--- config.mk ---
export PLATFORM = sky130hd
export DESIGN_NAME = read_capture_fsm
export DESIGN_NICKNAME = d
export VERILOG_FILES = /design/src/rtl/read_capture_fsm.sv
export SDC_FILE = /design/constraint.sdc
export NUM_CORES = 1
export LEC_CHECK = 0
export BUFFER_PORTS_ARGS = -buffer_cell sky130_fd_sc_hd__buf_2
export CAP_MARGIN = 20
export CORE_UTILIZATION = 54
export DETAILED_ROUTE_END_ITERATION = 6
export HOLD_SLACK_MARGIN = 0.12
export PLACE_DENSITY_LB_ADDON = 0.15
export SETUP_SLACK_MARGIN = 0.4
export SLEW_MARGIN = 30
export SYNTH_ARGS = -nofsm -noshare
export SYNTH_HDL_FRONTEND = slang
export SYNTH_SLANG_ARGS = --single-unit
--- constraint.sdc ---
create_clock -name i_clk -period 2.66 [get_ports i_clk]
set_input_delay 0.266 -clock i_clk [delete_from_list [all_inputs] [get_ports i_clk]]
set_output_delay 0.266 -clock i_clk [all_outputs]
set_load 0.03 [all_outputs]
--- src/rtl/read_capture_fsm.sv ---
// DDR5 PHY read capture: waits read latency, checks DQS preamble, captures the DQ burst.
// Define RD_CRC_CHECK_EN to add the CRC_PAD/CRC states and the read CRC comparison.
module read_capture_fsm #(
    parameter int unsigned N       = 4,
    parameter int unsigned PRE_CYC = 2
) (
    input  logic             i_clk,
    input  logic             i_rst,
    input  logic             i_enable,
    input  logic             i_rd_en,
    input  logic [5:0]       i_rl,
    input  logic [1:0]       i_burstlength,
    input  logic [1:0]       i_DQS,
    input  logic [2*N-1:0]   i_DQ,
    input  logic [2*N-1:0]   i_crc_code,
    output logic [2*N-1:0]   o_rddata,
    output logic             o_rddata_valid,
    output logic [2*N-1:0]   o_crc_data,
    output logic             o_crc_enable,
    output logic             o_crc_error,
    output logic             o_preamble_err,
    output logic             o_cmd_overflow,
    output logic             o_busy,
    output logic             o_rd_done
);

    localparam int unsigned W = 2 * N;
`ifdef RD_CRC_CHECK_EN
    localparam bit CrcEn = 1'b1;
`else
    localparam bit CrcEn = 1'b0;
`endif
    localparam logic [2:0] PreLast = 3'(PRE_CYC - 1);

    typedef enum logic [2:0] {
        StIdle, StWaitRl, StPreamble, StData, StCrcPad, StCrc, StPostamble
    } state_e;

    state_e         r_state, w_state_d;
    logic [5:0]     r_lat_cnt, w_lat_d;
    logic [2:0]     r_pre_cnt, w_pre_d;
    logic [2:0]     r_beat_cnt, w_beat_d;
    logic           r_bl8, w_bl8_d;
    logic [W-1:0]   r_rddata;
    logic           r_valid, w_valid_d;
    logic           r_pre_err, w_pre_err_d;
    logic           r_crc_err, w_crc_err_d;
    logic           r_ovf, w_ovf_d;
    logic           r_done, w_done_d;
    logic [1:0]     w_dqs_exp;
    logic [2:0]     w_beat_last;
    logic [W-1:0]   w_crc_data;
    logic           w_crc_en;

    assign w_dqs_exp   = (r_pre_cnt == PreLast) ? 2'b10 : 2'b00;
    assign w_beat_last = r_bl8 ? 3'd3 : 3'd7;

    always_comb begin
        w_state_d   = r_state;
        w_lat_d     = r_lat_cnt;
        w_pre_d     = r_pre_cnt;
        w_beat_d    = r_beat_cnt;
        w_bl8_d     = r_bl8;
        w_valid_d   = 1'b0;
        w_pre_err_d = 1'b0;
        w_crc_err_d = 1'b0;
        w_done_d    = 1'b0;
        w_ovf_d     = i_rd_en && (r_state != StIdle);
        case (r_state)
            StIdle: begin
                if (i_rd_en) begin
                    w_bl8_d   = (i_burstlength == 2'b01);
                    w_lat_d   = i_rl;
                    w_pre_d   = '0;
                    w_beat_d  = '0;
                    w_state_d = (i_rl <= 6'd1) ? StPreamble : StWaitRl;
                end
            end
            StWaitRl: begin
                // Leave one cycle early so the first preamble sample lands at t+i_rl.
                w_lat_d = r_lat_cnt - 6'd1;
                if (r_lat_cnt <= 6'd2) begin
                    w_state_d = StPreamble;
                end
            end
            StPreamble: begin
                if (i_DQS != w_dqs_exp) begin
                    w_pre_err_d = 1'b1;
                    w_state_d   = StIdle;
                end else if (r_pre_cnt == PreLast) begin
                    w_pre_d   = '0;
                    w_state_d = StData;
                end else begin
                    w_pre_d = r_pre_cnt + 3'd1;
                end
            end
            StData: begin
                w_valid_d = 1'b1;
                if (r_beat_cnt == w_beat_last) begin
                    w_beat_d = '0;
                    if (CrcEn) begin
                        w_state_d = r_bl8 ? StCrcPad : StCrc;
                    end else begin
                        w_state_d = StPostamble;
                    end
                end else begin
                    w_beat_d = r_beat_cnt + 3'd1;
                end
            end
            StCrcPad: begin
                if (r_beat_cnt == 3'd3) begin
                    w_beat_d  = '0;
                    w_state_d = StCrc;
                end else begin
                    w_beat_d = r_beat_cnt + 3'd1;
                end
            end
            StCrc: begin
                w_crc_err_d = (i_DQ != i_crc_code);
                w_state_d   = StPostamble;
            end
            StPostamble: begin
                w_done_d  = 1'b1;
                w_state_d = StIdle;
            end
            default: w_state_d = StIdle;
        endcase
    end

    always_ff @(posedge i_clk or posedge i_rst) begin
        if (i_rst) begin
            r_state    <= StIdle;
            r_lat_cnt  <= '0;
            r_pre_cnt  <= '0;
            r_beat_cnt <= '0;
            r_bl8      <= 1'b0;
            r_rddata   <= '0;
            r_valid    <= 1'b0;
            r_pre_err  <= 1'b0;
            r_crc_err  <= 1'b0;
            r_ovf      <= 1'b0;
            r_done     <= 1'b0;
        end else if (!i_enable) begin
            r_valid   <= 1'b0;
            r_pre_err <= 1'b0;
            r_crc_err <= 1'b0;
            r_ovf     <= 1'b0;
            r_done    <= 1'b0;
        end else begin
            r_state    <= w_state_d;
            r_lat_cnt  <= w_lat_d;
            r_pre_cnt  <= w_pre_d;
            r_beat_cnt <= w_beat_d;
            r_bl8      <= w_bl8_d;
            r_valid    <= w_valid_d;
            r_pre_err  <= w_pre_err_d;
            r_crc_err  <= w_crc_err_d;
            r_ovf      <= w_ovf_d;
            r_done     <= w_done_d;
            if (r_state == StData) begin
                r_rddata <= i_DQ;
            end
        end
    end

    always_comb begin
        w_crc_data = '0;
        w_crc_en   = 1'b0;
        if (CrcEn && i_enable) begin
            if (r_state == StData) begin
                w_crc_data = i_DQ;
                w_crc_en   = 1'b1;
            end else if (r_state == StCrcPad) begin
                w_crc_data = '1;
                w_crc_en   = 1'b1;
            end
        end
    end

    assign o_rddata       = r_rddata;
    assign o_rddata_valid = r_valid & i_enable;
    assign o_crc_data     = w_crc_data;
    assign o_crc_enable   = w_crc_en;
    assign o_crc_error    = r_crc_err & i_enable & CrcEn;
    assign o_preamble_err = r_pre_err & i_enable;
    assign o_cmd_overflow = r_ovf & i_enable;
    assign o_busy         = (r_state != StIdle);
    assign o_rd_done      = r_done & i_enable;

endmodule

==> results.yml <==
global_route:
  grt_overflow: 0
  gr-usage-all-layers_pct: 21.2
  grt_max_degree: 29
  grt_pass1_vias: 1291
  grt_pass1_wl_um: 5530
  grt_antenna_before_repair: 0
logic_synthesis:
  synthCells: 172
  synth_area_leader_cell: "dfrtp_1"
  yosysTopAreaCellShare_pct: 42.8
  synth_seq_cells: 28
  synth_area_leaders: "dfrtp_1, mux2_2, o21ai_0"
  yosys_warnings: 0
  syn_area_um2: 1640
  ys.flop_type: "dfrtp_1"
  seq_area_frac_synth_pct: 42.8
  syn_area_per_cell_um2: 9.52
  synth_edf_count: 0
  synthTopCellsByCount: "dfrtp_1, nor2_1, o21ai_0"
  ys_types: 46
  synthArstFlopShare_pct: 100
  yosysMostFrequentCell: "dfrtp_1"
pwr:
  pwr-share-comb_pct: 47.2
  total_power_w: 0.00204
  p_per_area_nw_per_um2: 1100
  p_int_w: 0.00117
  p_leak_nw: 0.906
  pwr-share-seq_pct: 39.1
  clkPwrFrac_pct: 13.6
  switching_share_pct: 42.7
  peakVddDrop_mv: 0.597
  power_switching_w: 0.000871
sta:
  period_needed_ns: 1.96
  finalSetupViolations: 0
  hold-worst-slack_ns: 0.158
  fmax_ghz: 0.511
  rsz0062_at_grt: "no"
  slew_violations: 0
  skew_ns: 0.00285
  finalCritPeriodShare_pct: 73.5
  finalHoldViolations: 0
  setup_tns_ns: 0
min_path:
  holdPathStages: 2
  whs_endpoint: "o_rddata[0]"
  hp-start: "i_DQ[0]"
  hold_class: "input port to register"
clocking:
  path_clk_slew_ns: 0.15
  ctsLongestPathBuffers: 2
  insertion_delay_ns: 0.32
  root_buffer: "clkbuf_4"
  clkSinkCount: 28
  cts_inserted_buffers: 3
  cts_tree: "built"
  htreeDepth: 1
  cts-resized-gates: 0
placed_design:
  io_buffer_count: 34
  dp_hpwl_um: 2340
  place_congestion: 0.801
layout:
  drive_gt1_share_pct: 27.8
  num-fill-cells: 238
  diodes: 0
  nets: 241
  area_delta_synth_final_pct: 13.3
die:
  die_h_um: 57.1
  die_area_um2: 3260
  rows: 19
  dieWidth_um: 57.1
  start_util_pct: 58.4
  pin_count: 53
  core_um2: 2810
critical_path:
  end_kind: "register"
  rrSetupSlack_ns: 0.70
  r2r-end: "r_state[1]"
  worst-setup-path-type: "register to register"
  regToRegStartpoint: "r_pre_cnt[0]"
  arrival_ns: 2.23
  crit_fanout: 7
  crit_slowest_cell: "dfrtp_1"
  start_kind: "register"
  cp_cell_sequence: "or3b_1 > xnor2_1 > or2_2 > a221oi_1 > mux2_4"
  r2r_cells: 5
  cp.required_ns: 2.93
  critical-path-max-stage-delay_ns: 0.47
run:
  drv_cap: 0
detailed_routing:
  first_pass_iters: 6
  detail-route-antenna-nets: 0
  vias: 1339
  route.detailed.wl_per_inst_um: 13.6
  drt-vias-per-instance: 5.67
  remaining_drc_errors: 6
  wirelength_um: 3210
  first_iter_violations: 64
status:
  failed_checks: "design-rule violations"
  status: "finished, violations left"
==> worst max path at each step <==
stage | slack (ns) | start | end
6_report | 0.70 | r_pre_cnt[0] | r_state[1]
5_1_grt | 0.52 | r_state[1] | o_rddata[3]
4_1_cts | 0.71 | r_state[1] | o_rddata[7]
3_5_place_dp | 0.71 | r_state[1] | o_rddata[7]
3_3_place_gp | 0.80 | r_state[1] | o_rddata[4]
2_1_floorplan | 0.89 | r_pre_cnt[1] | r_pre_cnt[0]
==> metal layers <==
layer	track usage (%)	share of wire (%)
met4	4.18	0.37
met1	27.2	44
met5	0	0
met3	3.40	4.5
met2	38.0	51
==> power groups by stage <==
stage               sequential [W]  combinational, W  clock (W)
CTS                       0.000794          0.000964   0.000285
detailed placement        0.000804          0.000957          0
finish                    0.000799          0.000964   0.000278
global route              0.000829           0.00106   0.000303
global placement          0.000788          0.000924          0
floorplan                 0.000844          0.000697          0
==> registers in the layout (all words and copies together), names as in the netlist <==
register    count
r_ovf           1
r_state         3
r_bl8           1
r_pre_cnt       3
r_lat_cnt       6
r_pre_err       1
r_beat_cnt      3
r_done          1
r_valid         1
o_rddata        8
==> final cells by class <==
class | instances | area, um2 | share of cell area, %
timing repair buffer | 38 | 203 | 10.9
tap | 31 | 38.8 | 2.09
inverter | 7 | 26.3 | 1.42
clock buffer | 3 | 22.5 | 1.21
multi-input combinational | 128 | 835 | 45.0
clock inverter | 1 | 30.0 | 1.62
sequential | 28 | 701 | 37.8
==> cell usage in the layout, fill, tap and decap left out, types with 2 or more instances in the layout <==
master | Yosys | routed
and2_1 | 4 | 4
o21ai_0 | 16 | 16
nor2_1 | 16 | 16
mux2_2 | 9 | 9
nor2b_1 | 5 | 5
nand3b_1 | 2 | 2
nand2b_1 | 2 | 2
nand3_1 | 2 | 2
nor3_1 | 7 | 7
clkbuf_4 | 0 | 3
buf_2 | 4 | 34
buf_4 | 10 | 3
nand2_1 | 9 | 9
and3_1 | 2 | 2
a21oi_1 | 6 | 6
dfrtp_1 | 28 | 28
a22o_1 | 2 | 2
mux2_4 | 2 | 2
a31oi_1 | 2 | 2
nor3b_1 | 2 | 2
conb_1 | 1 | 10
inv_1 | 7 | 7
ha_1 | 5 | 5
nor4b_1 | 3 | 3
==> through the flow <==
step / setup slack, ns / cell area, um2 / std cells / util (%)
floorplan: 0.892 / 1670 / 181 / -
global placement: 0.801 / 1790 / 231 / 63.9
detailed placement: 0.714 / 1790 / 231 / 63.9
CTS: 0.705 / 1860 / 236 / 66.1
global route: 0.515 / 1860 / 236 / 66.1
finish: 0.704 / 1860 / 236 / 66.1
==> critical path, delay by kind of cell (launching register included) <==
kind                      cells  cell delay [ns]
muxes                         1             0.21
and+or+nand+nor               2             0.75
AOI/OAI and AO/OA             1             0.30
DFF                           1             0.47
xor gates and xnor gates      1             0.18
==> cells by family (layout without fill, tap and decap cells) <==
group           after synthesis  in the layout  share of synthesized area, %
compound gates               35             35                          13.7
xor+xnor                      2              2                          1.07
fa+ha+maj                     5              5                          3.82
flops                        28             28                          42.8
buf+inv                      25             49                          8.33
simple gates                 64             64                          21.4
other cells                   1             10                         0.229
mux                          12             12                          8.71
==> timing repair <==
item | CTS | global route
setup buffers | 0 | 0
hold endpoints to repair | 28 | 0
endpoints found under the setup margin | 0 | 0
hold buffers | 1 | 0
(Power assumes the default switching activity.)
